===== src/rtl/leb128_pkg.sv =====
`default_nettype none
// ============================================================================
// Module      : leb128_pkg
// Description : Shared types and constants for the LEB128 immediate fetch.
//               Optional strict canonical check: LEB128_STRICT_EN.
// Revision    : 1.0 - initial release
// ============================================================================
package leb128_pkg;

    typedef logic [1:0] fsm_t;
    localparam fsm_t IDLE   = 2'd0;
    localparam fsm_t READ   = 2'd1;
    localparam fsm_t DECODE = 2'd2;
    localparam fsm_t RESP   = 2'd3;

    typedef logic [1:0] err_t;
    localparam err_t ERR_OK       = 2'd0;
    localparam err_t ERR_MEM      = 2'd1;
    localparam err_t ERR_UNTERM   = 2'd2;
    localparam err_t ERR_NONCANON = 2'd3;

    localparam int LEB_MAX32 = 5;
    localparam int LEB_MAX64 = 10;

endpackage
`default_nettype wire


===== src/rtl/leb128_fetch_if.sv =====
`default_nettype none
// ============================================================================
// Module      : leb128_fetch_if
// Description : Request/response handshake and ROM window bus of the
//               LEB128 immediate fetch stage.
// Revision    : 1.0 - initial release
// ============================================================================
interface leb128_fetch_if #(
    parameter int MEM_ADDR  = 4,
    parameter int MEM_EXTRA = 4
);
    logic                          req_valid;
    logic                          req_ready;
    logic [MEM_ADDR:0]             req_addr;
    logic                          req_signed;
    logic                          req_w64;
    logic                          rsp_valid;
    logic                          rsp_ready;
    logic [63:0]                   rsp_value;
    logic [3:0]                    rsp_len;
    logic [1:0]                    rsp_err;
    logic [MEM_ADDR:0]             mem_addr;
    logic [MEM_EXTRA-1:0]          mem_extra;
    logic [(2**MEM_EXTRA)*8-1:0]   mem_data;
    logic                          mem_error;

    // Core and ROM side together
    modport master (
        output req_valid, req_addr, req_signed, req_w64, rsp_ready,
               mem_data, mem_error,
        input  req_ready, rsp_valid, rsp_value, rsp_len, rsp_err,
               mem_addr, mem_extra
    );

    // Fetch stage side
    modport slave (
        input  req_valid, req_addr, req_signed, req_w64, rsp_ready,
               mem_data, mem_error,
        output req_ready, rsp_valid, rsp_value, rsp_len, rsp_err,
               mem_addr, mem_extra
    );
endinterface
`default_nettype wire


===== src/rtl/leb128_fetch_decode.sv =====
`default_nettype none
// ============================================================================
// Module      : leb128_decode_comb
// Description : Combinational signed/unsigned LEB128 decoder over a 10-byte
//               window. Strict canonical check under LEB128_STRICT_EN.
// Revision    : 1.0 - initial release
// ============================================================================
module leb128_decode_comb
    import leb128_pkg::*;
(
    input  wire logic [LEB_MAX64*8-1:0] i_win,
    input  wire logic                   i_signed,
    input  wire logic                   i_w64,
    output logic      [63:0]            o_value,
    output logic      [3:0]             o_len,
    output err_t                        o_err
);

    logic [63:0] w_raw;
    logic [6:0]  w_last;
    logic [3:0]  w_len;
    logic [3:0]  w_max;
    logic        w_found;
    logic        w_noncanon;

    always_comb begin
        w_max   = i_w64 ? 4'(LEB_MAX64) : 4'(LEB_MAX32);
        w_raw   = '0;
        w_last  = '0;
        w_len   = '0;
        w_found = 1'b0;
        for (int i = 0; i < LEB_MAX64; i++) begin
            if (i < int'(w_max) && !w_found) begin
                w_raw  = w_raw | ({57'd0, i_win[8*i +: 7]} << (7*i));
                w_last = i_win[8*i +: 7];
                if (!i_win[8*i+7]) begin
                    w_found = 1'b1;
                    w_len   = 4'(i + 1);
                end
            end
        end
        // Shifts of 64 or more leave nothing to fill
        if (i_signed && w_last[6])
            w_raw = w_raw | ({64{1'b1}} << (7*w_len));
    end

`ifdef LEB128_STRICT_EN
    always_comb begin
        w_noncanon = 1'b0;
        if (w_found && (w_len == w_max)) begin
            case ({i_signed, i_w64})
                2'b00:   w_noncanon = |i_win[38:36];
                2'b10:   w_noncanon = !((&i_win[38:35]) || !(|i_win[38:35]));
                2'b01:   w_noncanon = |i_win[78:73];
                default: w_noncanon = !((&i_win[78:72]) || !(|i_win[78:72]));
            endcase
        end
    end
`else
    assign w_noncanon = 1'b0;
`endif

    always_comb begin
        o_value = '0;
        o_len   = w_len;
        o_err   = ERR_OK;
        if (!w_found) begin
            o_len = w_max;
            o_err = ERR_UNTERM;
        end else if (w_noncanon) begin
            o_err = ERR_NONCANON;
        end else if (i_w64) begin
            o_value = w_raw;
        end else if (i_signed) begin
            o_value = {{32{w_raw[31]}}, w_raw[31:0]};
        end else begin
            o_value = {32'd0, w_raw[31:0]};
        end
    end

endmodule
`default_nettype wire


===== src/rtl/leb128_fetch.sv =====
`default_nettype none
// ============================================================================
// Module      : leb128_fetch
// Description : Immediate-operand fetch stage: reads a ROM window and returns
//               a decoded LEB128 value with its length. Macro: LEB128_STRICT_EN.
// Revision    : 1.0 - initial release
// ============================================================================
module leb128_fetch
    import leb128_pkg::*;
#(
    parameter int MEM_ADDR  = 4,
    parameter int MEM_EXTRA = 4
) (
    input  wire logic     clk,
    input  wire logic     reset,
    leb128_fetch_if.slave bus
);

    localparam int c_WIN_BITS = (2**MEM_EXTRA) * 8;

    fsm_t                 r_state;
    logic                 r_signed;
    logic                 r_w64;
    logic                 r_rsp_valid;
    logic [63:0]          r_value;
    logic [3:0]           r_len;
    err_t                 r_err;
    logic [MEM_ADDR:0]    r_mem_addr;
    logic [MEM_EXTRA-1:0] r_mem_extra;

    logic [63:0]          w_dec_value;
    logic [3:0]           w_dec_len;
    err_t                 w_dec_err;

    leb128_decode_comb u_decode (
        .i_win    (bus.mem_data[LEB_MAX64*8-1:0]),
        .i_signed (r_signed),
        .i_w64    (r_w64),
        .o_value  (w_dec_value),
        .o_len    (w_dec_len),
        .o_err    (w_dec_err)
    );

    generate
        if (c_WIN_BITS > LEB_MAX64*8) begin : g_unused_window
            logic w_unused_bits;
            assign w_unused_bits = ^bus.mem_data[c_WIN_BITS-1:LEB_MAX64*8];
        end
    endgenerate

    always_ff @(posedge clk or negedge reset) begin
        if (!reset) begin
            r_state     <= IDLE;
            r_signed    <= 1'b0;
            r_w64       <= 1'b0;
            r_rsp_valid <= 1'b0;
            r_value     <= '0;
            r_len       <= '0;
            r_err       <= ERR_OK;
            r_mem_addr  <= '0;
            r_mem_extra <= '0;
        end else begin
            case (r_state)
                IDLE: begin
                    if (bus.req_valid) begin
                        r_mem_addr  <= bus.req_addr;
                        r_mem_extra <= bus.req_w64 ? MEM_EXTRA'(LEB_MAX64 - 1)
                                                   : MEM_EXTRA'(LEB_MAX32 - 1);
                        r_signed    <= bus.req_signed;
                        r_w64       <= bus.req_w64;
                        r_state     <= READ;
                    end
                end
                READ: r_state <= DECODE;
                DECODE: begin
                    // A ROM bounds error overrides whatever the window decodes to
                    if (bus.mem_error) begin
                        r_value <= '0;
                        r_len   <= '0;
                        r_err   <= ERR_MEM;
                    end else begin
                        r_value <= w_dec_value;
                        r_len   <= w_dec_len;
                        r_err   <= w_dec_err;
                    end
                    r_rsp_valid <= 1'b1;
                    r_state     <= RESP;
                end
                RESP: begin
                    if (bus.rsp_ready) begin
                        r_rsp_valid <= 1'b0;
                        r_state     <= IDLE;
                    end
                end
                default: r_state <= IDLE;
            endcase
        end
    end

    assign bus.req_ready = (r_state == IDLE) && reset;
    assign bus.rsp_valid = r_rsp_valid;
    assign bus.rsp_value = r_value;
    assign bus.rsp_len   = r_len;
    assign bus.rsp_err   = r_err;
    assign bus.mem_addr  = r_mem_addr;
    assign bus.mem_extra = r_mem_extra;

endmodule
`default_nettype wire


===== src/flat_wrapper.sv =====
// flat-port wrapper written by rule: the top's interface ports become plain ports
module leb128_fetch_flat import leb128_pkg::*;
#(
    parameter int MEM_ADDR  = 4,
    parameter int MEM_EXTRA = 4
)
  (clk, reset, bus_req_valid, bus_req_addr, bus_req_signed, bus_req_w64, bus_rsp_ready, bus_mem_data, bus_mem_error, bus_req_ready, bus_rsp_valid, bus_rsp_value, bus_rsp_len, bus_rsp_err, bus_mem_addr, bus_mem_extra);
  leb128_fetch_if #(.MEM_ADDR(MEM_ADDR), .MEM_EXTRA(MEM_EXTRA)) bus_i ();
  input  wire logic clk;
  input  wire logic reset;
  input wire logic [$bits(bus_i.req_valid)-1:0] bus_req_valid;
  input wire logic [$bits(bus_i.req_addr)-1:0] bus_req_addr;
  input wire logic [$bits(bus_i.req_signed)-1:0] bus_req_signed;
  input wire logic [$bits(bus_i.req_w64)-1:0] bus_req_w64;
  input wire logic [$bits(bus_i.rsp_ready)-1:0] bus_rsp_ready;
  input wire logic [$bits(bus_i.mem_data)-1:0] bus_mem_data;
  input wire logic [$bits(bus_i.mem_error)-1:0] bus_mem_error;
  output wire logic [$bits(bus_i.req_ready)-1:0] bus_req_ready;
  output wire logic [$bits(bus_i.rsp_valid)-1:0] bus_rsp_valid;
  output wire logic [$bits(bus_i.rsp_value)-1:0] bus_rsp_value;
  output wire logic [$bits(bus_i.rsp_len)-1:0] bus_rsp_len;
  output wire logic [$bits(bus_i.rsp_err)-1:0] bus_rsp_err;
  output wire logic [$bits(bus_i.mem_addr)-1:0] bus_mem_addr;
  output wire logic [$bits(bus_i.mem_extra)-1:0] bus_mem_extra;
  assign bus_i.req_valid = bus_req_valid;
  assign bus_i.req_addr = bus_req_addr;
  assign bus_i.req_signed = bus_req_signed;
  assign bus_i.req_w64 = bus_req_w64;
  assign bus_i.rsp_ready = bus_rsp_ready;
  assign bus_i.mem_data = bus_mem_data;
  assign bus_i.mem_error = bus_mem_error;
  assign bus_req_ready = bus_i.req_ready;
  assign bus_rsp_valid = bus_i.rsp_valid;
  assign bus_rsp_value = bus_i.rsp_value;
  assign bus_rsp_len = bus_i.rsp_len;
  assign bus_rsp_err = bus_i.rsp_err;
  assign bus_mem_addr = bus_i.mem_addr;
  assign bus_mem_extra = bus_i.mem_extra;
  leb128_fetch #(.MEM_ADDR(MEM_ADDR), .MEM_EXTRA(MEM_EXTRA)) u_core (.clk(clk), .reset(reset), .bus(bus_i));
endmodule

===== config.mk =====
export PLATFORM = sky130hd
export DESIGN_NAME = leb128_fetch_flat
export DESIGN_NICKNAME = d
export VERILOG_FILES = /design/src/rtl/leb128_pkg.sv /design/src/rtl/leb128_fetch_if.sv /design/src/rtl/leb128_fetch_decode.sv /design/src/rtl/leb128_fetch.sv /design/src/flat_wrapper.sv
export SDC_FILE = /design/constraint.sdc
export NUM_CORES = 1
export LEC_CHECK = 0
export ABC_CLOCK_PERIOD_IN_PS = 7600
export CAP_MARGIN = 30
export CORE_MARGIN = 1.5
export CORE_UTILIZATION = 40
export CTS_CLUSTER_SIZE = 10
export DETAILED_ROUTE_END_ITERATION = 10
export GPL_ROUTABILITY_DRIVEN = 0
export HOLD_SLACK_MARGIN = 0.05
export PLACE_DENSITY_LB_ADDON = 0.3
export SLEW_MARGIN = 20
export SYNTH_ARGS = -nofsm -noshare
export SYNTH_HDL_FRONTEND = slang
export SYNTH_HIERARCHICAL = 1
export SYNTH_SLANG_ARGS = --single-unit
export TNS_END_PERCENT = 30

===== constraint.sdc =====
create_clock -name clk -period 7.6 [get_ports clk]
set_clock_uncertainty 0.1 [all_clocks]
set_input_delay 1.9 -clock clk [delete_from_list [all_inputs] [get_ports clk]]
set_output_delay 1.9 -clock clk [all_outputs]
set_load 0.1 [all_outputs]

==> flow_metrics.tcl, run 1 <==
set metrics [dict create \
    run_status "finished, final reports clean" \
    hp-class "flip-flop to flip-flop" \
    cts_resized 0 \
    worst_pin_slew_ns 1.01 \
    ys.flop_type "dfrtp_1" \
    maxCapViolCount 0 \
    required_ns 7.77 \
    grt_start_max_net_pins 99 \
    critical_path_class "input pin to flip-flop" \
    critPathSlowestCell "clkdlybuf4s50_1" \
    synth_seq_cells 81 \
    p_leak_nw 2.96 \
    ant_nets 0 \
    via_per_inst 5.42 \
    grt_use_total_pct 23.6 \
    cts_hold_buf 0 \
    root_buffer "clkbuf_16" \
    dp_cells 943 \
    synth_nets 802 \
    vdd_drop_max_v 0.000474 \
    synthArstFlopShare_pct 100 \
    drive_above_1_share_pct 5.99 \
    wl_per_cell_um 17.3 \
    critPathTopFamily "compound AO/OA/AOI/OAI gates" \
    drcViolationCount 0 \
    slew_headroom_pct 32.4 \
    num_vias 5203 \
    end_kind "flip-flop" \
    synth-edff-count 0 \
    post_cts_buffers 0 \
    finalHoldViolCount 0 \
    clock_path_buffers 2 \
    numCtsBuffers 9 \
    netlist-cell-type-count 52 \
    seqPwrFrac_pct 20.5 \
    drtIter0Drc 375 \
    ys_seq_area_share_pct 37.7 \
    powerDensity_nw_per_um2 458 \
    port_buffers 166 \
    row_count 42 \
    n_antenna_cell 0 \
    hold_ws_ns 0.383 \
    firstDrtPassIters 7 \
    grt_overflow 0 \
    grt_pass1_wl_mm 26.3 \
    antenna_found_initial 0 \
    totalWireLength_mm 16.6 \
    rsz0062_at_grt "false" \
    setup_viol 0 \
    dp_hpwl_mm 12.1 \
    worstSkewPairLatency_ns 0.35 \
    critPathMaxStageDelay_ns 0.72 \
    yosysWarningCount 6 \
    p_sw_w 0.00197 \
    die_x_um 119 \
    grt_pass1_vias 5103 \
    finalNetCount 936 \
    start_kind "input pin" \
    setup_tns_ns 0 \
    crit_fanout 17 \
    final_common_cell "clkdlybuf4s50_1" \
    swShare_pct 58.1 \
    num_io_pins 221 \
    clkPwrFrac_pct 14.2 \
    critPathBufInv 3 \
    core_um2 13200 \
    cts_tree "yes" \
    final_cells 960 \
    start_util_pct 40.8 \
    slew_violations 0 \
    cts_sinks 81 \
    path_cells "clkdlybuf4s50_1, nand4_2, nor2_1, a32o_1, inv_1, fa_1, inv_1, ha_1, a21o_1, a21o_1, a211oi_2, and3_1, a22o_1, nand3b_1, o21ai_0" \
    mostFrequentLayoutCells "165 x clkdlybuf4s50_1, 92 x inv_1, 81 x dfrtp_1" \
    dieHeight_um 119 \
    period_share_pct 85.2 \
    fmax_mhz 155 \
    crit_arrival_ns 6.64 \
    pwr-share-comb_pct 65.3 \
    period_needed_ns 6.47 \
    syn_area_um2 5380 \
    cts.htree.levels 3 \
    area_delta_synth_final_pct 37.6 \
    die-area_um2 14200 \
    syn-instance-count 645 \
    synth.avg_cell_area_um2 8.34 \
    clk_pin_slew_worst_paths_ns 0.06 \
    intPower_w 0.00142 \
]
[through the flow]
| stage | setup WS [ns] | util (%) | total power (W) | area [um^2] |
|---|---|---|---|---|
| floorplan | 2.14 | - | 0.00241 | 5380 |
| global placement | 0.976 | 53.5 | 0.00288 | 7060 |
| detailed placement | 0.832 | 53.5 | 0.00291 | 7060 |
| CTS | 1.19 | 56.0 | 0.00340 | 7390 |
| global route | 0.830 | 56.1 | 0.00354 | 7400 |
| finish | 1.13 | 56.1 | 0.00339 | 7400 |
[Yosys cell counts, drive strengths merged (2+ instances only)]
cell type	n	area share, %
inv	92	6.4
dfrtp	81	38
o21ai	81	7.5
nand3b	65	9.1
nand2	55	3.9
a31oi	35	4.1
buf	32	4.0
clkbuf	24	1.7
o211ai	24	3.3
a21oi	21	2.0
nor2	19	1.3
nand3	17	1.6
a22o	15	2.4
ha	13	3.0
mux2	8	1.7
nand4	5	0.70
a21o	4	0.56
a32oi	4	0.65
and2	4	0.47
and3	4	0.47
fa	4	1.5
nor3	4	0.37
o21bai	4	0.56
a32o	3	0.56
a211o	2	0.33
conb	2	0.14
nand2b	2	0.23
o22ai	2	0.23
o311ai	2	0.33
o41ai	2	0.47
xor2	2	0.33
[registers in the layout, indices dropped and copies added, names as in the netlist]
name                  cells
u_core/r_signed           1
u_core/bus.mem_extra      2
u_core/bus.rsp_value     64
u_core/bus.rsp_valid      1
u_core/bus.mem_addr       5
u_core/bus.rsp_err        2
u_core/bus.rsp_len        4
u_core/r_state            2
[per-layer routing]
| layer | track usage, % | routed length (um) |
|---|---|---|
| met5 | 0 | 0 |
| met4 | 6.85 | 159 |
| met3 | 7.23 | 1480 |
| met2 | 37.0 | 7490 |
| met1 | 31.6 | 7500 |
[area by class of cell]
type | instances | area [um^2]
multi-input cells | 416 | 2720
fillers | 1237 | 5790
clock inverters | 7 | 103
flip-flops and latches | 81 | 2030
repair buffers | 179 | 1760
well taps | 176 | 220
inverters | 92 | 345
clock buffers | 9 | 225
[worst paths after layout]
| check | cells past startpoint | from | slack, ns | to |
|---|---|---|---|---|
| worst max-delay path | 15 | bus_mem_data[15] | 1.13 | u_core/bus.rsp_value[16]$_DFFE_PN0P_ |
| worst min-delay path | 2 | u_core/bus.mem_extra[2]$_DFFE_PN0P_ | 0.38 | u_core/bus.mem_extra[2]$_DFFE_PN0P_ |
| worst max register to register | 15 | u_core/bus.mem_extra[0]$_DFFE_PN0P_ | 2.59 | u_core/bus.rsp_value[16]$_DFFE_PN0P_ |
| worst min register to register | 2 | u_core/bus.mem_extra[2]$_DFFE_PN0P_ | 0.38 | u_core/bus.mem_extra[2]$_DFFE_PN0P_ |
| max in group asynchronous | 2 | reset | 5.02 | u_core/bus.mem_addr[2]$_DFFE_PN0P_ |
| min in group asynchronous | 1 | reset | 1.42 | u_core/bus.rsp_value[17]$_DFFE_PN0P_ |
[worst reg2reg max path: cells and delay by family, from the launching register on]
kind / cells / cell delay [ns]
AOI/OAI and AO/OA: 4 / 1.37
adders and majority gates: 3 / 1.02
and+or+nand+nor: 4 / 0.95
buffers and inverters: 4 / 0.77
DFF: 1 / 0.72
[power groups by stage]
stage / clock network [W] / registers (W) / logic [W]
6_report: 0.000481 / 0.000696 / 0.00221
5_1_grt: 0.000503 / 0.000717 / 0.00232
4_1_cts: 0.000489 / 0.000699 / 0.00221
3_5_place_dp: 0 / 0.000705 / 0.00220
3_3_place_gp: 0 / 0.000699 / 0.00218
2_1_floorplan: 0 / 0.00173 / 0.000684
[logic make-up after synthesis]
| logic type | Yosys count | share of synthesized area (%) |
|---|---|---|
| simple gates | 181 | 18.9 |
| buf+inv | 148 | 12.2 |
| mux | 9 | 1.86 |
| fa+ha+maj | 17 | 4.51 |
| xor+xnor | 3 | 0.489 |
| compound gates | 204 | 24.2 |
| other cells | 2 | 0.140 |
| flops | 81 | 37.7 |
(Power assumes the default switching activity.)
==> run 2, diff against run 1 <==
--- a/config.mk
+++ b/config.mk
@@ -17,6 +17,5 @@
 export SLEW_MARGIN = 20
 export SYNTH_ARGS = -nofsm -noshare
 export SYNTH_HDL_FRONTEND = slang
-export SYNTH_HIERARCHICAL = 1
 export SYNTH_SLANG_ARGS = --single-unit
 export TNS_END_PERCENT = 30
==> run 2 against run 1 <==
Effect of this change:
- maximum frequency shrank 2.0%
- global-route usage is 0.86 points higher
- register-to-register slack improved by 0.48 ns
- critical path depth is the same
- clock-buffer cell count rose by 1
- wire length shrank 14%
- via count is 17% lower
- utilization rose by 4.5 points
==> flow_metrics.tcl, run 2 <==
set metrics [dict create \
    required_ns 7.78 \
    rrSetupSlack_ns 3.07 \
    drcViolationCount 0 \
    synth_nets 608 \
    fmax_mhz 151 \
    ys_seq_area_share_pct 44.7 \
    synth.avg_cell_area_um2 10.1 \
    hp-class "flip-flop to flip-flop" \
    cts_sinks 81 \
    netlist-cell-type-count 55 \
    core_um2 10900 \
    setup_viol 0 \
    crit_cells 15 \
    synth-edff-count 0 \
    run_status "finished, final reports clean" \
    synthTopCellsByArea "dfrtp_1 45%, o2bb2ai_1 6.8%, a22o_1 5.0%" \
    finalNetCount 759 \
    area_delta_synth_final_pct 46.1 \
    syn-instance-count 451 \
    cts.htree.levels 3 \
    critPathSlowestCell "clkdlybuf4s50_1" \
    start_kind "input pin" \
    critical_path_class "input pin to flip-flop" \
    cts_hold_buf 0 \
    largest_reg_flops 64 \
    clock_path_buffers 2 \
    synth_most_common_cell "dfrtp_1" \
    cts_resized 0 \
    grt_pass1_vias 4253 \
    die_x_um 109 \
    synth_common_cells "81 x dfrtp_1, 40 x a21oi_1, 35 x o2bb2ai_1, 26 x a22o_1, 26 x nand2_1" \
    syn_area_um2 4530 \
    rsz0062_at_grt "false" \
    n_antenna_cell 0 \
    drtIter0Drc 326 \
    yosysWarningCount 0 \
    root_buffer "clkbuf_16" \
    grt_pass1_wl_mm 22.2 \
    startpoint "bus_mem_data[7]" \
    num_io_pins 221 \
    critPathBufInv 3 \
    period_share_pct 86.9 \
    post_cts_buffers 0 \
    dieHeight_um 109 \
    grt_overflow 0 \
    via_per_inst 5.78 \
    path_cells "clkdlybuf4s50_1, nand3_1, nor2_1, buf_4, a32oi_1, fa_1, inv_1, ha_1, fa_1, a21o_1, a21oi_1, nand3_1, or2_1, nor2_1, a221o_1" \
    min_to "u_core.bus.mem_extra[2]$_DFFE_PN0P_" \
    slew_headroom_pct 32.2 \
    period_needed_ns 6.60 \
    end_kind "flip-flop" \
    cts_tree "yes" \
    firstDrtPassIters 5 \
    drive_above_1_share_pct 7.08 \
    slew_violations 0 \
    maxCapViolCount 0 \
    totalWireLength_mm 14.4 \
    finalHoldViolCount 0 \
    crit_fanout 29 \
    row_count 38 \
    antenna_found_initial 0 \
    min-delay-start "u_core.bus.mem_extra[2]$_DFFE_PN0P_" \
    rr_endpoint "u_core.bus.rsp_value[14]$_DFFE_PN0P_" \
    synth_top_area_share_pct 44.7 \
    numCtsBuffers 9 \
    fillers 963 \
    start_util_pct 41.5 \
    setup_tns_ns 0 \
    critPathTopFamily "simple AND/OR/NAND/NOR gates" \
    synth_largest_area_cell "dfrtp_1" \
    crit_arrival_ns 6.79 \
    die-area_um2 12000 \
    mostFrequentLayoutCells "165 x clkdlybuf4s50_1, 81 x dfrtp_1, 40 x a21oi_1" \
    rr_worst_depth 16 \
    worst_hold_path.num_cells 2 \
    ys.flop_type "dfrtp_1" \
    clk_pin_slew_worst_paths_ns 0.06 \
    final_common_cell "clkdlybuf4s50_1" \
    wl_per_cell_um 19.2 \
    grt_use_total_pct 24.5 \
    num_vias 4319 \
    dp_hpwl_mm 10.4 \
    port_buffers 166 \
    synthArstFlopShare_pct 100 \
    worst_r2r_startpoint "u_core.bus.mem_extra[0]$_DFFE_PN0P_" \
    synth_seq_cells 81 \
    grt_start_max_net_pins 69 \
    worstSkewPairLatency_ns 0.34 \
    critPathMaxStageDelay_ns 0.83 \
    ant_nets 0 \
    worst_pin_slew_ns 1.01 \
]
## run 2: worst max-delay path by stage
stage                                      endpoint  slack, ns
3_3_place_gp   u_core.bus.rsp_value[29]$_DFFE_PN0P_       0.86
2_1_floorplan  u_core.bus.rsp_value[42]$_DFFE_PN0P_       2.26
3_5_place_dp   u_core.bus.rsp_value[14]$_DFFE_PN0P_       0.76
6_report       u_core.bus.rsp_value[14]$_DFFE_PN0P_        1.0
4_1_cts        u_core.bus.rsp_value[14]$_DFFE_PN0P_       1.09
5_1_grt        u_core.bus.rsp_value[29]$_DFFE_PN0P_       0.74
## run 2: tightest hold or removal path, stage by stage (launching register included)
cell and delay (ns):
dfrtp_1 0.34, nand2_1 0.04, o21ai_0 0.06
## run 2: cell families (layout without fill, tap and decap cells)
logic type      after synthesis  in the layout  share of synthesized area (%)
compound gates              185            185                           30.3
simple gates                 92             92                           9.88
flops                        81             81                           44.7
buf+inv                      60            216                           6.21
fa+ha+maj                    17             17                           5.35
mux                          11             11                           2.70
xor+xnor                      4              4                          0.773
other cells                   1              1                         0.0827
## run 2: layer usage
metal | wire length (um) | track usage (%) | up-vias | share of wire (%)
li1 | - | - | 2001 | -
met1 | 5820 | 31.0 | 2091 | 40
met2 | 7180 | 40.6 | 196 | 50
met3 | 1030 | 4.56 | 31 | 7.1
met4 | 352 | 11.1 | 0 | 2.4
met5 | 0 | 0 | - | 0
## run 2: through the flow
step	cells	area, um^2	setup WS [ns]	hold slack [ns]	util (%)
3_3_place_gp	731	6250	0.864	0.367	57.1
3_5_place_dp	731	6250	0.755	0.368	57.1
6_report	747	6630	0.995	0.384	60.6
2_1_floorplan	451	4530	2.26	0.433	-
4_1_cts	747	6630	1.09	0.389	60.6
5_1_grt	747	6630	0.742	0.401	60.6
## run 2: final cells by class
cell class | instances | area, um^2 | area share [%]
clock inverters | 6 | 138 | 2.08
well taps | 140 | 175 | 2.64
clock buffers | 10 | 239 | 3.61
repair buffers | 175 | 1730 | 26.1
flip-flops and latches | 81 | 2030 | 30.6
multi-input cells | 310 | 2230 | 33.6
inverters | 25 | 93.8 | 1.42
Power of run 2 is left out: the tool's default activity adds up to more than one toggle a clock period on the data nets, which glitch-free logic cannot reach.
